**src/rtl/arm_decoder.sv**
```systemverilog
// arm_decoder: main control decoder for the ARM-subset core.
// Decodes op/funct/rd of the current instruction into datapath controls.
// All outputs are registered: decode appears one clock after the inputs.
//
// Ports:
//   clk, reset    rising-edge clock, synchronous active-high reset
//   op[1:0]       Instr[27:26] (00 DP, 01 memory, 10 branch, 11 NOP)
//   funct[5:0]    Instr[25:20]
//   rd[3:0]       Instr[15:12]
//   pcs, reg_w, mem_w, mem_to_reg, alu_src, reg_src   writeback/operand controls
//   no_write, shift, swap, inv                        operand-modifier controls
//   flag_w[1:0]   [1] N,Z write; [0] C,V write
//   imm_src[1:0]  immediate extension select
//   alu_ctl[2:0]  ALU operation
module arm_decoder (
  input  logic       clk,
  input  logic       reset,
  input  logic [1:0] op,
  input  logic [5:0] funct,
  input  logic [3:0] rd,
  output logic       pcs,
  output logic       reg_w,
  output logic       mem_w,
  output logic       mem_to_reg,
  output logic       alu_src,
  output logic       reg_src,
  output logic       no_write,
  output logic       shift,
  output logic       swap,
  output logic       inv,
  output logic [1:0] flag_w,
  output logic [1:0] imm_src,
  output logic [2:0] alu_ctl
);

  logic       pcs_d, reg_w_d, mem_w_d, mem_to_reg_d, alu_src_d, reg_src_d;
  logic       no_write_d, shift_d, swap_d, inv_d;
  logic [1:0] flag_w_d, imm_src_d;
  logic [2:0] alu_ctl_d;

  logic       pcs_q, reg_w_q, mem_w_q, mem_to_reg_q, alu_src_q, reg_src_q;
  logic       no_write_q, shift_q, swap_q, inv_q;
  logic [1:0] flag_w_q, imm_src_q;
  logic [2:0] alu_ctl_q;

  logic [3:0] cmd;
  logic       arith;

  assign cmd = funct[4:1];

  always_comb begin
    pcs_d        = 1'b0;
    reg_w_d      = 1'b0;
    mem_w_d      = 1'b0;
    mem_to_reg_d = 1'b0;
    alu_src_d    = 1'b0;
    reg_src_d    = 1'b0;
    no_write_d   = 1'b0;
    shift_d      = 1'b0;
    swap_d       = 1'b0;
    inv_d        = 1'b0;
    flag_w_d     = '0;
    imm_src_d    = '0;
    alu_ctl_d    = '0;
    arith        = 1'b0;

    unique case (op)
      2'b00: begin
        alu_src_d = funct[5];
        imm_src_d = 2'b00;
        unique case (cmd)
          4'b0000: alu_ctl_d = 3'b010;
          4'b0001: alu_ctl_d = 3'b101;
          4'b0010: begin alu_ctl_d = 3'b001; arith = 1'b1; end
          4'b0011: begin alu_ctl_d = 3'b001; arith = 1'b1; swap_d = 1'b1; end
          4'b0100: begin alu_ctl_d = 3'b000; arith = 1'b1; end
          4'b0101: begin alu_ctl_d = 3'b100; arith = 1'b1; end
          4'b0110: begin alu_ctl_d = 3'b110; arith = 1'b1; end
          4'b0111: begin alu_ctl_d = 3'b110; arith = 1'b1; swap_d = 1'b1; end
          4'b1000: begin alu_ctl_d = 3'b010; no_write_d = 1'b1; end
          4'b1001: begin alu_ctl_d = 3'b101; no_write_d = 1'b1; end
          4'b1010: begin alu_ctl_d = 3'b001; no_write_d = 1'b1; arith = 1'b1; end
          4'b1011: begin alu_ctl_d = 3'b000; no_write_d = 1'b1; arith = 1'b1; end
          4'b1100: alu_ctl_d = 3'b011;
          4'b1101: begin alu_ctl_d = 3'b000; shift_d = 1'b1; end
          4'b1110: begin alu_ctl_d = 3'b010; inv_d = 1'b1; end
          4'b1111: begin alu_ctl_d = 3'b000; shift_d = 1'b1; inv_d = 1'b1; end
          default: alu_ctl_d = 3'b000;
        endcase
        reg_w_d  = ~no_write_d;
        pcs_d    = reg_w_d & (rd == 4'd15);
        flag_w_d = {funct[0], funct[0] & arith};
      end
      2'b01: begin
        alu_src_d = 1'b1;
        imm_src_d = 2'b01;
        // funct[3] is the U (add offset) bit
        alu_ctl_d = funct[3] ? 3'b000 : 3'b001;
        if (funct[0]) begin
          reg_w_d      = 1'b1;
          mem_to_reg_d = 1'b1;
          pcs_d        = (rd == 4'd15);
        end else begin
          mem_w_d = 1'b1;
        end
      end
      2'b10: begin
        pcs_d     = 1'b1;
        alu_src_d = 1'b1;
        imm_src_d = 2'b10;
        reg_src_d = 1'b1;
      end
      default: ;
    endcase
  end

  always_ff @(posedge clk) begin
    if (reset) begin
      pcs_q        <= 1'b0;
      reg_w_q      <= 1'b0;
      mem_w_q      <= 1'b0;
      mem_to_reg_q <= 1'b0;
      alu_src_q    <= 1'b0;
      reg_src_q    <= 1'b0;
      no_write_q   <= 1'b0;
      shift_q      <= 1'b0;
      swap_q       <= 1'b0;
      inv_q        <= 1'b0;
      flag_w_q     <= '0;
      imm_src_q    <= '0;
      alu_ctl_q    <= '0;
    end else begin
      pcs_q        <= pcs_d;
      reg_w_q      <= reg_w_d;
      mem_w_q      <= mem_w_d;
      mem_to_reg_q <= mem_to_reg_d;
      alu_src_q    <= alu_src_d;
      reg_src_q    <= reg_src_d;
      no_write_q   <= no_write_d;
      shift_q      <= shift_d;
      swap_q       <= swap_d;
      inv_q        <= inv_d;
      flag_w_q     <= flag_w_d;
      imm_src_q    <= imm_src_d;
      alu_ctl_q    <= alu_ctl_d;
    end
  end

  assign pcs        = pcs_q;
  assign reg_w      = reg_w_q;
  assign mem_w      = mem_w_q;
  assign mem_to_reg = mem_to_reg_q;
  assign alu_src    = alu_src_q;
  assign reg_src    = reg_src_q;
  assign no_write   = no_write_q;
  assign shift      = shift_q;
  assign swap       = swap_q;
  assign inv        = inv_q;
  assign flag_w     = flag_w_q;
  assign imm_src    = imm_src_q;
  assign alu_ctl    = alu_ctl_q;

endmodule

```
**config.mk**
```make
export PLATFORM = sky130hd
export DESIGN_NAME = arm_decoder
export DESIGN_NICKNAME = d
export VERILOG_FILES = /design/src/rtl/arm_decoder.sv
export SDC_FILE = /design/constraint.sdc
export NUM_CORES = 1
export LEC_CHECK = 0
export CORE_ASPECT_RATIO = 0.9
export CORE_MARGIN = 4
export CORE_UTILIZATION = 40
export CTS_BUF_LIST = sky130_fd_sc_hd__clkbuf_4 sky130_fd_sc_hd__clkbuf_8
export CTS_CLUSTER_DIAMETER = 200
export DETAILED_ROUTE_END_ITERATION = 10
export GPL_TIMING_DRIVEN = 0
export PLACE_DENSITY = 0.8
export SETUP_SLACK_MARGIN = 0.15
export SKIP_CTS_REPAIR_TIMING = 1
export SLEW_MARGIN = 10
export SYNTH_ARGS = -nofsm -noshare
export SYNTH_HDL_FRONTEND = slang
export SYNTH_SLANG_ARGS = --single-unit
```
**constraint.sdc**
```tcl
create_clock -name clk -period 1.13 [get_ports clk]
set_input_delay 0.113 -clock clk [delete_from_list [all_inputs] [get_ports clk]]
set_output_delay 0.113 -clock clk [all_outputs]
set_load 0.01 [all_outputs]
```
After elaboration in Yosys (flattened, before gate mapping)
Cells that the tools add are included.
Widths: inputs -> output; s select.
{ "op_classes": {"eq_ne": 18, "mux": 18, "reduce_logical": 15, "bitwise": 5} }
{ "ops": {"columns": ["op", "n"], "rows": [
  ["$eq 4x4->1 const B", 9],
  ["$pmux 3 s7", 1],
  ["$eq 4x3->1 const B", 4],
  ["$reduce_or 2->1", 8],
  ["$mux 1", 12],
  ["$eq 4x2->1 const B", 2],
  ["$reduce_or 4->1", 2],
  ["$reduce_or 8->1", 1],
  ["$pmux 3 s2", 1],
  ["$reduce_or 3->1", 2],
  ["$eq 4x1->1 const B", 1],
  ["$logic_not 4->1", 1],
  ["$pmux 1 s2", 2],
  ["$pmux 2 s2", 1],
  ["$not 1->1", 3],
  ["$pmux 1 s3", 1],
  ["$and 1x1->1", 2],
  ["$eq 2x1->1 const B", 1],
  ["$eq 2x2->1 const B", 1],
  ["$logic_not 2->1", 1]
]} }
{ "word_totals": {"register_bits": 17} }

Longest topological paths before layout
{ "logic_depth": {"ltp_word": 7, "mapped_depth": 5, "mapped_depth_nobuf": 5} }

Worst setup path before layout
No wires, ideal clock.
{ "synth_path": {"path_type": "input-to-reg", "from": "in op[1]", "to": "reg alu_ctl_q[0] (netlist: alu_ctl[0])", "t_arrival_ps": 879, "slack_ps": 177, "path_stages": 5, "t_required_ps": 1056, "setup_time_ps": 74, "path_cell_list": "inv_1 -> ha_1 -> nand2b_4 -> or3_1 -> o21ai_0"} }
{ "synth_between": {"elab_chain_len": 2, "word_cells_on_any_way": 3} }
{ "synth_lines": {"columns": ["element", "line_no", "source"], "rows": [
  ["from (decl)", "18", "input logic [1:0] op,"],
  ["$eq 2x1->1 or $logic_not 2->1 (tied branches)", "67", "unique case (op)"],
  ["$pmux 3 s2 *", "67", null],
  ["to (signal assigned)", "145", "alu_ctl_q <= alu_ctl_d;"],
  ["to (decl)", "44", "logic [2:0] alu_ctl_q;"]
]} }
Mark *: on every way between the ends. The rest lies on a longest branch, timed or not.
A chain may end at the register's enable or synchronous reset.

Final worst setup path
{ "layout_path": {"from": "reg imm_src_q[1] (netlist: imm_src[1])", "to": "out imm_src[1]"} }
{ "layout_lines": {"columns": ["element", "line_no", "source"], "rows": [
  ["from (decl)", "43", "logic [1:0] flag_w_q, imm_src_q;"],
  ["from (signal assigned)", "144", "imm_src_q <= imm_src_d;"],
  ["to (decl)", "32", "output logic [1:0] imm_src,"]
]} }
No word-level cell between the ends.

==> qor.yml <==
cts_sinks: 16
postSynth.topFlopCell: "dfxtp_1"
worstMarginPinSlew_ps: 283
place.port_buffers: 30
setup_tns_ps: 0
fin_util: 0.710
startpoint_type: "register"
syn_area_um2: 608
place_congestion: 0.777
finalHoldViolCount: 0
synthToLayoutAreaGrowth_pct: 69.1
combPwrFrac: 0.151
place_area_um2: 927
worstPathRequired_ps: 1020
dieArea_um2: 2210
finalPower_mw: 1.13
num-fill-cells: 100
rsz0062_at_grt: "true"
die-width_um: 49.1
seqPwrFrac: 0.521
relSlewSlack: 0.810
largest_reg_flops: 3
yosys.area.top_type: "dfxtp_1"
drt_first_iter_violations: 16
yosys_warnings: 0
die_y_um: 45.0
global_route.usage.met2: 0.241
path_depth: 2
p_per_area_nw_per_um2: 1090
swShare: 0.226
htreeDepth: 1
crit_fanout: 2
ir_worst_vdd_v: 0.00102
grt-ovfl-total: 0
n_antenna_cell: 0
cp.buffers_inverters: 2
cts.clk_slew.worst_paths_ps: 90
vias: 547
grtUsageMet3: 0.0561
synth_edf_count: 0
fin_crit_ps: 994
ys_seq_elements: 16
whs_path_depth: 2
grt_pass1_vias: 504
initial_utilization: 0.420
yosysUniqueCellTypes: 26
grt_pass1_wl_um: 2340
core_area_um2: 1450
setup_viol: 0
design_area_um2: 1030
path_cells: "buf_4 -> dlymetal6s2s_1"
grtUsageMet1: 0.165
dr.pass1.iters: 4
synth.area.top_cells: "dfxtp_1 53%, ha_1 8.2%, nor2b_1 3.1%, a2111oi_2 2.5%, inv_1 2.5%"
cts_made_buffers: 3
end_kind: "primary output"
gr-max-usage-layer: "met2"
viasPerCell: 5.11
post-route-period-util: 0.880
cp_top_family: "flip-flops"
cts.path.max_buffers: 2
synth.avg_cell_area_um2: 10.5
cp_slowest_cell: "dfxtp_2"
p_sw_uw: 255
timing.fmax_mhz: 1010
p_clk_frac: 0.328
drive_gt1_frac: 0.130
synth-seq-area-share: 0.527
pin_count: 31
cts_root_buf: "clkbuf_4"
postSynthCellCount: 58
dp_hpwl_um: 1070
max_stage_delay_ps: 330
drtAntennaViolNets: 0
grt_max_degree: 10
slew_violations: 0
drc: 0
crit_type: "reg2out"
hold_slack_ps: 165
worstHoldPathType: "in2reg"
leakagePower_nw: 0.745
wire_per_inst_um: 14.4
async_flop_share: 0
antenna_found_initial: 0
cap_violations: 0
cp.arrival_ps: 880
drt_wl_total_um: 1540
layout.nets: 111
tritoncts: "built"
track_usage: 0.147
rows: 13
syn_nets: 76
p_int_uw: 871
status: "complete, no violations"
yosysTopAreaCellShare: 0.527
layout by cell type (no fill, tap or decap), drive strengths merged:
| cell type | n |
|---|---|
| nor2 | 3 |
| clkdlybuf4s50 | 6 |
| inv | 4 |
| dlymetal6s2s | 24 |
| a31oi | 1 |
| a21oi | 2 |
| nand2 | 2 |
| a21o | 1 |
| nand3 | 1 |
| nor4 | 1 |
| and2b | 1 |
| nand2b | 3 |
| and4 | 1 |
| nor3b | 2 |
| and2 | 2 |
| mux2i | 1 |
| nand4 | 1 |
| dfxtp | 16 |
| nor2b | 3 |
| or2 | 1 |
| o32ai | 1 |
| ha | 4 |
| nor3 | 2 |
| clkbuf | 4 |
| o21ai | 2 |
| a2111oi | 1 |
| or3 | 1 |
| buf | 1 |
per-layer routing:
layer | part of all wire | wire, um | vias to the layer above
li1 | - | - | 268
met1 | 0.44 | 673 | 253
met2 | 0.49 | 753 | 22
met3 | 0.042 | 64 | 4
met4 | 0.030 | 46 | 0
met5 | 0 | 0 | -
kinds of logic (layout without fill, tap and decap cells):
| family | after synthesis | count (layout) | share of synthesized area |
|---|---|---|---|
| simple gates | 24 | 24 | 0.243 |
| flops | 16 | 16 | 0.527 |
| compound gates | 8 | 8 | 0.0947 |
| buf+inv | 5 | 39 | 0.0370 |
| fa+ha+maj | 4 | 4 | 0.0823 |
| mux | 1 | 1 | 0.0165 |
layout make-up:
cell class                 count  area [um2]  share of cell area
timing repair buffer          30         360               0.350
sequential                    16         322               0.313
multi-input combinational     37         269               0.262
clock buffer                   4        36.3              0.0353
tap                           15        18.8              0.0182
inverter                       4        15.0              0.0146
buffer                         1        7.51             0.00730
power by group through the flow:
stage	clock network, mW	registers (mW)	logic (mW)
CTS	0.379	0.587	0.174
global route	0.399	0.588	0.185
detailed placement	0	0.600	0.171
finish	0.369	0.586	0.171
global placement	0	0.599	0.167
floorplan	0	0.610	0.0524
per-stage QoR:
stage / cells / setup slack (ps)
2_1_floorplan: 58 / 177
3_3_place_gp: 103 / -411
3_5_place_dp: 103 / -457
4_1_cts: 107 / -243
5_1_grt: 107 / 96.2
6_report: 107 / 136
cell usage after synthesis (2+ instances only):
| cell | n |
|---|---|
| nor2_1 | 3 |
| nand2b_1 | 2 |
| nor3b_1 | 2 |
| ha_1 | 4 |
| dfxtp_1 | 16 |
| nand2_1 | 2 |
| o21ai_0 | 2 |
| inv_1 | 4 |
| and2_1 | 2 |
| nor3_1 | 2 |
| nor2b_1 | 3 |
| a21oi_1 | 2 |
final timing paths:
| path | from | endpoint |
|---|---|---|
| setup / recovery | imm_src[1]$_SDFF_PP0_ | imm_src[1] |
| hold / removal | reset | imm_src[1]$_SDFF_PP0_ |
Power figures use the tool's default switching activity.
